===== src/rtl/bid_arb_pkg.sv =====
// Shared types and helpers for the sealed-bid slave arbiter.
package bid_arb_pkg;

  typedef enum logic [1:0] {
    IDLE   = 2'd0,
    ACCESS = 2'd1,
    DONE   = 2'd2
  } state_e;

  localparam int DATA_W = 32;
  // Credit arithmetic is done wide enough that credit+refill never wraps.
  localparam int CALC_W = 16;

  function automatic logic [CALC_W-1:0] sat_add(
    input logic [CALC_W-1:0] base,
    input logic [CALC_W-1:0] amt,
    input logic [CALC_W-1:0] ceil
  );
    logic [CALC_W-1:0] sum;
    sum = base + amt;
    return (sum > ceil) ? ceil : sum;
  endfunction

endpackage


===== src/rtl/bid_arbiter_select.sv =====
// Combinational highest-bid picker. With BID_TIE_RR_EN defined, ties rotate
// starting after rr_ptr; otherwise the lowest index wins a tie.
module bid_select #(
  parameter int NUM_M = 4,
  parameter int BID_W = 8
) (
  input  logic [NUM_M-1:0]       elig,
  input  logic [NUM_M*BID_W-1:0] bids,
`ifdef BID_TIE_RR_EN
  input  logic [$clog2(NUM_M)-1:0] rr_ptr,
`endif
  output logic [NUM_M-1:0]       win,
  output logic                   any_valid
);

  logic [BID_W-1:0] best_s;
  int               idx_s;

  assign any_valid = |elig;

  // Scan in priority order; strict '>' keeps the first-seen bidder on a tie.
  always_comb begin
    win    = '0;
    best_s = '0;
    idx_s  = 0;
    for (int k = 0; k < NUM_M; k++) begin
`ifdef BID_TIE_RR_EN
      idx_s = (int'(rr_ptr) + 1 + k) % NUM_M;
`else
      idx_s = k;
`endif
      if (elig[idx_s] && (bids[idx_s*BID_W +: BID_W] > best_s)) begin
        best_s     = bids[idx_s*BID_W +: BID_W];
        win        = '0;
        win[idx_s] = 1'b1;
      end else begin
        best_s = best_s;
      end
    end
  end

endmodule


===== src/rtl/bid_arbiter.sv =====
// Sealed-bid arbiter sharing one slave across NUM_M credit-funded masters.
// Optional macro BID_TIE_RR_EN selects round-robin tie breaking.
module bid_arbiter
  import bid_arb_pkg::*;
#(
  parameter int NUM_M         = 4,
  parameter int BID_W         = 8,
  parameter int INIT_CREDIT   = 100,
  parameter int MAX_CREDIT    = 200,
  parameter int REFILL_AMT    = 10,
  parameter int REFILL_PERIOD = 64,
  parameter int ACC_CYCLES    = 2
) (
  input  logic                    clk,
  input  logic                    rst,
  input  logic [NUM_M-1:0]        m_req,
  input  logic [NUM_M*BID_W-1:0]  m_bid,
  input  logic [NUM_M-1:0]        m_rw,
  input  logic [NUM_M*32-1:0]     m_addr,
  input  logic [NUM_M*32-1:0]     m_wdata,
  output logic [NUM_M-1:0]        m_gnt,
  output logic [NUM_M-1:0]        m_done,
  output logic [31:0]             m_rdata,
  output logic [NUM_M*BID_W-1:0]  credit,
  output logic                    sel,
  output logic                    RW,
  output logic [31:0]             addr,
  output logic [31:0]             DataToSlave,
  input  logic [31:0]             DataFromSlave
);

  localparam int IW  = $clog2(NUM_M);
  localparam int CW  = $clog2(ACC_CYCLES + 1);
  localparam int RCW = (REFILL_PERIOD > 1) ? $clog2(REFILL_PERIOD) : 1;
  localparam logic [CW-1:0]    ACC_LOAD = CW'(ACC_CYCLES - 1);
  localparam logic [RCW-1:0]   RC_LAST  = RCW'(REFILL_PERIOD - 1);
  localparam logic [BID_W-1:0] INIT_C   = BID_W'(INIT_CREDIT);

  state_e             state_r, state_n;
  logic [CW-1:0]      count_r, count_n;
  logic [NUM_M-1:0]   elig_s, win_s, win_r, win_n, gnt_r, done_r;
  logic               any_s, start_s, cap_s, tick_s;
  logic [IW-1:0]      win_idx_s;
  logic               rw_r, sel_r;
  logic [DATA_W-1:0]  addr_r, wdata_r, rdata_r;
  logic [BID_W-1:0]   credit_r [NUM_M];
  logic [BID_W-1:0]   credit_n [NUM_M];
  logic [CALC_W-1:0]  sum_s;
  logic [RCW-1:0]     rcnt_r;
`ifdef BID_TIE_RR_EN
  logic [IW-1:0]      last_r;
`endif

  // A zero bid or one exceeding the balance is silently ignored.
  always_comb begin
    elig_s = '0;
    for (int i = 0; i < NUM_M; i++) begin
      elig_s[i] = m_req[i] && (m_bid[i*BID_W +: BID_W] != '0) &&
                  (m_bid[i*BID_W +: BID_W] <= credit_r[i]);
    end
  end

  bid_select #(.NUM_M(NUM_M), .BID_W(BID_W)) u_select (
    .elig      (elig_s),
    .bids      (m_bid),
`ifdef BID_TIE_RR_EN
    .rr_ptr    (last_r),
`endif
    .win       (win_s),
    .any_valid (any_s)
  );

  // One-hot winner to binary index.
  always_comb begin
    win_idx_s = '0;
    for (int i = 0; i < NUM_M; i++) begin
      win_idx_s = win_idx_s | (win_s[i] ? IW'(i) : IW'(0));
    end
  end

  assign tick_s = (rcnt_r == RC_LAST);

  // Next-state logic for the IDLE/ACCESS/DONE transaction sequence.
  always_comb begin
    state_n = state_r;
    count_n = count_r;
    start_s = 1'b0;
    cap_s   = 1'b0;
    case (state_r)
      IDLE: begin
        if (any_s) begin
          state_n = ACCESS;
          count_n = ACC_LOAD;
          start_s = 1'b1;
        end else begin
          state_n = IDLE;
        end
      end
      ACCESS: begin
        if (count_r == '0) begin
          state_n = DONE;
          cap_s   = 1'b1;
        end else begin
          count_n = count_r - CW'(1);
        end
      end
      DONE:    state_n = IDLE;
      default: state_n = IDLE;
    endcase
    win_n = start_s ? win_s : win_r;
  end

  // Deduction and refill combine on one edge; width CALC_W prevents wrap.
  always_comb begin
    sum_s = '0;
    for (int i = 0; i < NUM_M; i++) begin
      sum_s = CALC_W'(credit_r[i]);
      if (start_s && win_s[i]) begin
        sum_s = sum_s - CALC_W'(m_bid[i*BID_W +: BID_W]);
      end else begin
        sum_s = sum_s;
      end
      if (tick_s) begin
        sum_s = sat_add(sum_s, CALC_W'(REFILL_AMT), CALC_W'(MAX_CREDIT));
      end else begin
        sum_s = sum_s;
      end
      credit_n[i] = BID_W'(sum_s);
    end
  end

  // Sequential state, registered outputs and credit balances.
  always_ff @(posedge clk) begin
    if (rst) begin
      state_r <= IDLE;
      count_r <= '0;
      win_r   <= '0;
      gnt_r   <= '0;
      done_r  <= '0;
      sel_r   <= 1'b0;
      rw_r    <= 1'b0;
      addr_r  <= '0;
      wdata_r <= '0;
      rdata_r <= '0;
      rcnt_r  <= '0;
      for (int i = 0; i < NUM_M; i++) credit_r[i] <= INIT_C;
`ifdef BID_TIE_RR_EN
      last_r  <= IW'(NUM_M - 1);
`endif
    end else begin
      state_r <= state_n;
      count_r <= count_n;
      win_r   <= win_n;
      sel_r   <= (state_n == ACCESS);
      gnt_r   <= (state_n == IDLE) ? '0 : win_n;
      done_r  <= (state_n == DONE) ? win_n : '0;
      if (start_s) begin
        rw_r    <= m_rw[win_idx_s];
        addr_r  <= m_addr[int'(win_idx_s)*DATA_W +: DATA_W];
        wdata_r <= m_wdata[int'(win_idx_s)*DATA_W +: DATA_W];
`ifdef BID_TIE_RR_EN
        last_r  <= win_idx_s;
`endif
      end
      if (cap_s && !rw_r) rdata_r <= DataFromSlave;
      rcnt_r <= tick_s ? '0 : rcnt_r + RCW'(1);
      for (int i = 0; i < NUM_M; i++) credit_r[i] <= credit_n[i];
    end
  end

  // Flatten balances for observation.
  always_comb begin
    credit = '0;
    for (int i = 0; i < NUM_M; i++) credit[i*BID_W +: BID_W] = credit_r[i];
  end

  assign m_gnt       = gnt_r;
  assign m_done      = done_r;
  assign m_rdata     = rdata_r;
  assign sel         = sel_r;
  assign RW          = rw_r;
  assign addr        = addr_r;
  assign DataToSlave = wdata_r;

endmodule


===== config.mk =====
export PLATFORM = sky130hd
export DESIGN_NAME = bid_arbiter
export DESIGN_NICKNAME = d
export VERILOG_FILES = /design/src/rtl/bid_arb_pkg.sv /design/src/rtl/bid_arbiter_select.sv /design/src/rtl/bid_arbiter.sv
export SDC_FILE = /design/constraint.sdc
export NUM_CORES = 1
export LEC_CHECK = 0
export BUFFER_PORTS_ARGS = -buffer_cell sky130_fd_sc_hd__buf_2
export CAP_MARGIN = 25
export CELL_PAD_IN_SITES_DETAIL_PLACEMENT = 1
export CELL_PAD_IN_SITES_GLOBAL_PLACEMENT = 2
export CORE_MARGIN = 2
export CORE_UTILIZATION = 29
export DETAILED_ROUTE_END_ITERATION = 8
export GPL_TIMING_DRIVEN = 1
export PLACE_DENSITY_LB_ADDON = 0.1
export SYNTH_ARGS = -nofsm -noshare
export SYNTH_HDL_FRONTEND = slang
export SYNTH_SLANG_ARGS = --single-unit

===== constraint.sdc =====
create_clock -name clk -period 27.4 [get_ports clk]
set_input_delay 5.48 -clock clk [delete_from_list [all_inputs] [get_ports clk]]
set_output_delay 5.48 -clock clk [all_outputs]
set_load 0.01 [all_outputs]

After elaboration in Yosys (flattened, before gate mapping). Memory sizes are Yosys's and may differ from the RTL's. Cells that the tools add are included.

Shift operators: 2. Eq/ne operators: 6. Multiply operators: 0. Add/sub/neg operators: 10. Reductions and logical operators: 31. Divide/modulo/power cells: 0. Bitwise logic cells: 7. Magnitude comparators: 13. Mux-type cells: 42.

Operators with widths (count): $shiftx 128x8->32 (2); $mux 8 (15); $add 16x4->16 const B (4); $gt 16x8->1 const B (4); $mux 16 (4); $sub 8x8->9 (4); $le 8x8->1 (4); $reduce_bool 8->1 (4); $gt 8x8->1 (3); $logic_and 1x1->1 (17); $mux 2 (6); $mux 1 (11); $gt 8x1->1 const B (1); $mux 4 (2); $pmux 2 s2 (2); $add 6x1->6 const B (1); $eq 6x6->1 const B (1); $logic_not 2->1 (3); $reduce_or 2->1 (3); $eq 2x1->1 const B (2); $ne 2x2->1 const B (2); $or 1x1->1 (4); $reduce_or 4->1 (1); $lt 2x3->1 const B (1); 10 further kinds (10).

Register bits: 120. Memory bits (writable): 32. Output and inout bits: 138. Memory bits (read-only): 0. Memories kept: 1. Latch bits: 0. Logic and storage cells: 123.

Memories: credit_r (words 4, width 8, read ports 4, clocked after memory_dff 0, write ports 4, line bid_arbiter.sv:46) `logic [BID_W-1:0] credit_r [NUM_M];`.

Depth between registers and ports, before layout. Gate-level depths: netlist of the first run.

Depth in word-level cells: 21. Mapped depth: 51. Gate-level depth less buffers: 42.

Cells and area by module. From an unflattened synthesis of the first run, not the netlist that was laid out.

Cell total of the unflattened synthesis: 1590. Area total of the unflattened synthesis: 11581.1 um2.

By module, submodules not included: bid_arbiter (instances 1, area an instance 10513.8 um2, cells each 1438, seq. area each 3042.9 um2); bid_select (instances 1, area an instance 1067.3 um2, cells each 152, seq. area each 0.0 um2).

Worst setup path before layout of the first run. Ideal clock, no wire load.

Kind: input to register. Start point: in m_bid[6]. End point: mem credit_r[0][5]. Path slack: 13.009 ns. Cell stages on the path: 51. Arrival: 14.272 ns. Required time: 27.280 ns. Buffers on the path: 10. Cells stage by stage: inv_1 -> ha_1 -> buf_4 -> a21o_1 -> a21oi_2 -> and2_1 -> a311oi_4 -> nand2_1 -> ha_1 -> nor2b_1 -> o211ai_1 -> a21oi_1 -> o311ai_2 -> nor2_2 -> clkbuf_1 -> clkbuf_1 -> a21oi_1 -> ha_1 -> [... 15 more ...] -> nand2_1 -> o211ai_2 -> nor2_4 -> buf_6 -> buf_6 -> nor2_1 -> a21oi_1 -> ha_1 -> clkbuf_1 -> nand2b_1 -> a21oi_1 -> a21oi_1 -> nand2_2 -> xnor2_2 -> mux2i_1 -> a311o_1 -> and2_4 -> a211o_1.

RTL lines: from (decl) (line bid_arbiter.sv:17) `input logic [NUM_M*BID_W-1:0] m_bid,`; to (decl) (line bid_arbiter.sv:46).

==> results of run 1 <==
cells by family after synthesis:
group,count (synthesis)
AO/OA/AOI/OAI,454
adder cells (fa/ha/maj),64
AND/OR/NAND/NOR,480
multiplexers,105
buffers and inverters,147
XOR/XNOR,38
flip-flops,152
cells in the final DEF, fill, tap and decap left out, types with 35 or more instances in the layout:
cell type	count
buf_2	466
a211oi_1	144
mux2i_1	94
inv_1	56
ha_1	60
dfxtp_1	152
nor2_1	203
o21ai_0	35
a21oi_1	159
nand2_1	118
path summary, 6_finish.rpt:
path	from	to	slack, ps	cells past startpoint
max reg2reg	credit_r[0][3]	credit_r[0][5]	16090	41
min reg2reg	m_rdata[28]	m_rdata[28]	450	2
max	m_bid[3]	credit_r[0][5]	11380	43
min	m_rdata[28]	m_rdata[28]	450	2
layer usage:
layer	share of wire [%]	wire length, um
met4	2.4	1200
met3	5.2	2560
met2	50	24800
met5	0.064	32
met1	42	21100
registers in the layout, summed over array words and instances (netlist names):
signal and cells:
DataToSlave 32, RW 1, addr 32, count_r 2, credit_r 32, m_done 4, m_gnt 4, m_rdata 32
rcnt_r 6, sel 1, state_r 2, win_r 4
metrics by stage:
stage	worst slack, ps	instances
detailed placement	10950	2346
global route	10280	2381
floorplan	13010	1440
global placement	11120	2346
CTS	11360	2378
finish	11380	2384
worst reg2reg max path: cells and delay by family (launching register included):
family | cells | cell delay, ps
buffers and inverters | 2 | 1430
XOR/XNOR | 1 | 130
AO/OA/AOI/OAI | 19 | 4410
adder cells (fa/ha/maj) | 5 | 1820
flip-flops | 1 | 420
AND/OR/NAND/NOR | 13 | 2870
multiplexers | 1 | 110
power by group:
part	leakage (nW)	internal (mW)	switching, mW
registers	1.24	0.254	0.0215
logic	4.80	0.131	0.206
clock network	0.297	0.124	0.123
total	6.34	0.509	0.351
cell type report:
cell class / count / area [sq um]
diodes: 6 / 15.0
clock buffers: 17 / 425
clock inverters: 15 / 171
fillers: 4856 / 23800
inverters: 56 / 210
multi-input cells: 1141 / 7600
flip-flops and latches: 152 / 3040
well taps: 518 / 648
repair buffers: 479 / 2430
==> impl_metrics.yaml, run 1 <==
timing:
  setup-tns-final_ps: 0
  post-route-period-util_pct: 58.5
  setup_viol: 0
  fin_hold_ws_ps: 452
  worst_slew_pin_slew_ps: 859
  relSlewSlack_pct: 41.3
  fmax_mhz: 62.4
  skew_ps: 18.8
  period_minus_slack_ps: 16020
  finalHoldViolCount: 0
  rsz0062_at_grt: "no"
  maxSlewViolCount: 0
status:
  outcome: "finished, final reports clean"
global_route:
  grt_use_met2_pct: 42.9
  antenna_found_initial: 16
  grt_max_degree: 93
  grt_pass1_wl_um: 75500
  use_met1_pct: 29.6
  grt_pass1_vias: 12630
  grt_overflow_total: 0
  groute.usage.overall_pct: 24.4
  top_usage_layer: "met2"
  use_met3_pct: 5.08
synth:
  yosys.area.top_type: "dfxtp_1"
  synth_top_family_by_area: "compound AO/OA/AOI/OAI gates"
  synth.avg_cell_area_sq_um: 7.78
  synthSimpleGateAreaFrac_pct: 20.1
  netlist_top_cells_count: "nor2_1 (205), a21oi_1 (159), dfxtp_1 (152)"
  ys.warnings.count: 0
  synthMuxAreaShare_pct: 9.53
  synth_xor_area_share_pct: 3.04
  synth_edf_count: 0
  synth-compound-area-share_pct: 27.5
  ys_types: 93
  async_flop_share_pct: 0
  syn_nets: 1834
  synth_area_leaders: "dfxtp_1 (27%), a211oi_1 (9.6%), mux2i_1 (8.4%)"
  synth-seq-cells: 152
  yosysMostFrequentCell: "nor2_1"
  synthCells: 1440
  synth_area_sq_um: 11200
  synth_top_flop_cell: "dfxtp_1"
  yosysSeqAreaShare_pct: 27.2
  synth_fa_ha_area_share_pct: 7.41
  synth_top_cell_area_share_pct: 27.2
finish:
  area_delta_synth_final_pct: 29.8
  post-route-util_pct: 37.9
  finalInstanceArea_sq_um: 14500
  post_route_cells_drive_above_1_share_pct: 30.4
  nets: 2241
critical_path:
  cpPeakStageDelay_ps: 740
  crit_path_frequent_cell: "a21oi_1"
  path_class: "in -> reg"
  worstPathArrival_ps: 16360
  start_kind: "input port"
  worstPathRequired_ps: 27740
  crit_slowest_cell: "buf_4"
  cp_max_fo: 78
  crit_path_end_kind: "flip-flop"
  path_buf_inv: 4
  cp_top_family: "compound AO/OA/AOI/OAI gates"
placed_design:
  dp_hpwl_um: 40100
  io_buffers: 467
  placed_area_sq_um: 13900
  gp_congestion: 0.878
clocking:
  clkTransAtPathRegs_ps: 70
  post-cts-setup-buffers: 0
  postCtsHoldBufs: 0
  cts_buffers: 17
  clk_latency_ps: 460
  ctsHtreeMaxLevel: 4
  cts.path.max_buffers: 2
  post_cts_resized: 0
  cts.sinks: 152
  cts_tree: "built"
  root_buffer: "clkbuf_16"
power_and_ir_drop:
  ir_drop_uv: 41.7
  power_density_nw_per_um2: 59.1
  power.total_mw: 0.860
  p_leak_nw: 6.34
floorplanning:
  coreArea_sq_um: 38400
  die-area_sq_um: 40200
  start_util_pct: 29.2
  num_rows: 72
  die_y_um: 201
  die_w_um: 201
  ios: 468
detailed_routing:
  antenna_left: 0
  firstDrtPassIters: 5
  wl_um: 49700
  num_vias: 12257
  drc_errors: 0
  via_per_inst: 5.14
  drt-initial-drc-count: 502
  routedWlPerCell_um: 20.8
job:
  maxCapViolations: 0
worst_hold_path:
  hold_class: "reg -> reg"
Note: power is estimated with default switching activity, not from simulation.
==> inputs of run 2 (changes only) <==
--- a/config.mk
+++ b/config.mk
@@ -10,7 +10,7 @@
 export CELL_PAD_IN_SITES_DETAIL_PLACEMENT = 1
 export CELL_PAD_IN_SITES_GLOBAL_PLACEMENT = 2
 export CORE_MARGIN = 2
-export CORE_UTILIZATION = 29
+export CORE_UTILIZATION = 27
 export DETAILED_ROUTE_END_ITERATION = 8
 export GPL_TIMING_DRIVEN = 1
 export PLACE_DENSITY_LB_ADDON = 0.1
==> constraint.sdc (replaced) <==
create_clock -name clk -period 16.1 [get_ports clk]
set_input_delay 3.22 -clock clk [delete_from_list [all_inputs] [get_ports clk]]
set_output_delay 3.22 -clock clk [all_outputs]
set_load 0.01 [all_outputs]
==> impl_metrics.yaml, run 2 (synthesized netlist as in run 1, its figures left out) <==
power_and_ir_drop:
  p_leak_nw: 6.34
  ir_drop_uv: 72.6
  power_density_nw_per_um2: 101
finish:
  area_delta_synth_final_pct: 30.0
  final_common_cell: "buf_2"
  post_route_cells_drive_above_1_share_pct: 30.4
  final_cell_mix: "buf_2 (466), nor2_1 (203), a21oi_1 (159)"
  fill_cells: 5123
  nets: 2240
timing:
  worst_slew_pin_slew_ps: 992
  setup-tns-final_ps: 0
  finalHoldViolCount: 0
  maxSlewViolCount: 0
  setup_viol: 0
  fmax_mhz: 78.8
  relSlewSlack_pct: 32.1
  skew_ps: 19.0
  setup_ws_ps: 3410
  rsz0062_at_grt: "no"
  post-route-period-util_pct: 78.8
  period_minus_slack_ps: 12690
clocking:
  cts_buffers: 17
  root_buffer: "clkbuf_16"
  postCtsHoldBufs: 0
  cts_tree: "built"
  post_cts_resized: 0
  cts.sinks: 152
  clkTransAtPathRegs_ps: 70
  clk_latency_ps: 470
  cts.path.max_buffers: 2
  ctsHtreeMaxLevel: 4
  post-cts-setup-buffers: 0
detailed_routing:
  via_per_inst: 5.14
  drt-initial-drc-count: 599
  routedWlPerCell_um: 21.5
  firstDrtPassIters: 5
  antenna_left: 0
  num_vias: 12308
  wl_um: 51600
  drc_errors: 0
placed_design:
  io_buffers: 467
  dp_hpwl_um: 41300
  post-place-ws_ps: 2840
  gp_congestion: 0.907
global_route:
  antenna_found_initial: 17
  groute.usage.overall_pct: 23.4
  grt_pass1_wl_um: 77900
  grt_use_met2_pct: 42.9
  use_met1_pct: 27.8
  grt_pass1_vias: 12796
  grt_overflow_total: 0
  grt_max_degree: 106
  use_met3_pct: 5.20
  top_usage_layer: "met2"
critical_path:
  start_kind: "input port"
  worstPathRequired_ps: 16450
  crit_path_frequent_cell: "a21oi_1"
  reg2reg_setup_slack_ps: 5870
  worstPathArrival_ps: 13040
  path_class: "in -> reg"
  crit_path_end_kind: "flip-flop"
  cp_max_fo: 79
  crit_slowest_cell: "or2_4"
  cpPeakStageDelay_ps: 780
floorplanning:
  die-area_sq_um: 43100
  die_w_um: 208
  coreArea_sq_um: 40900
  die_y_um: 208
  num_rows: 74
  start_util_pct: 27.4
  ios: 468
job:
  maxCapViolations: 0
worst_hold_path:
  hold_class: "reg -> reg"
status:
  outcome: "finished, final reports clean"
## run 2: cell count changes in the layout (fill, tap and decap cells not counted), moves of 2 or more
| cell | change |
|---|---|
| buf_4 | -2 |
| diode_2 | -3 |
| inv_6 | +2 |
| inv_8 | -3 |
## run 2: final timing paths
path	endpoint	depth (start not counted)	start
worst max-delay path	credit_r[0][5]	41	m_bid[3]
worst min-delay path	m_rdata[25]	2	m_rdata[25]
worst max register to register	credit_r[0][5]	39	credit_r[0][3]
worst min register to register	m_rdata[25]	2	m_rdata[25]
## run 2: worst max-delay path: cells and delay by family
family                   cells  cell delay (ps)
adder cells (fa/ha/maj)      5             1800
buffers and inverters        3              620
XOR/XNOR                     1              140
multiplexers                 1              120
AO/OA/AOI/OAI               18             4240
AND/OR/NAND/NOR             13             2870
## run 2: routing by layer
layer | up-vias | wire [um]
met5 | - | 70
met4 | 12 | 809
met3 | 61 | 2730
met2 | 292 | 26400
met1 | 5892 | 21600
li1 | 6051 | -
## run 2: area by class of cell
type | count | area (sq um) | share of cell area [%]
multi-input combinational | 1141 | 7600 | 52.2
sequential | 152 | 3040 | 20.9
timing repair buffer | 478 | 2440 | 16.8
tap | 532 | 666 | 4.57
clock buffer | 17 | 425 | 2.92
inverter | 56 | 210 | 1.44
clock inverter | 15 | 171 | 1.18
antenna | 3 | 7.51 | 0.0515
## run 2: stage by stage
stage	instances	power, mW	hold WS [ps]	util, %	area (sq um)
after global placement	2358	1.05	439	34.1	13900
after CTS	2390	1.49	459	35.5	14500
after floorplan	1440	0.830	433	-	11200
after detailed placement	2358	1.06	448	34.1	13900
final	2394	1.47	454	35.6	14600
after global routing	2392	1.57	478	35.6	14600
## run 2: report_power, final
part / switching (mW) / internal [mW] / total (mW)
sequential: 0.0362 / 0.432 / 0.468
clock: 0.209 / 0.211 / 0.420
combinational: 0.353 / 0.225 / 0.578
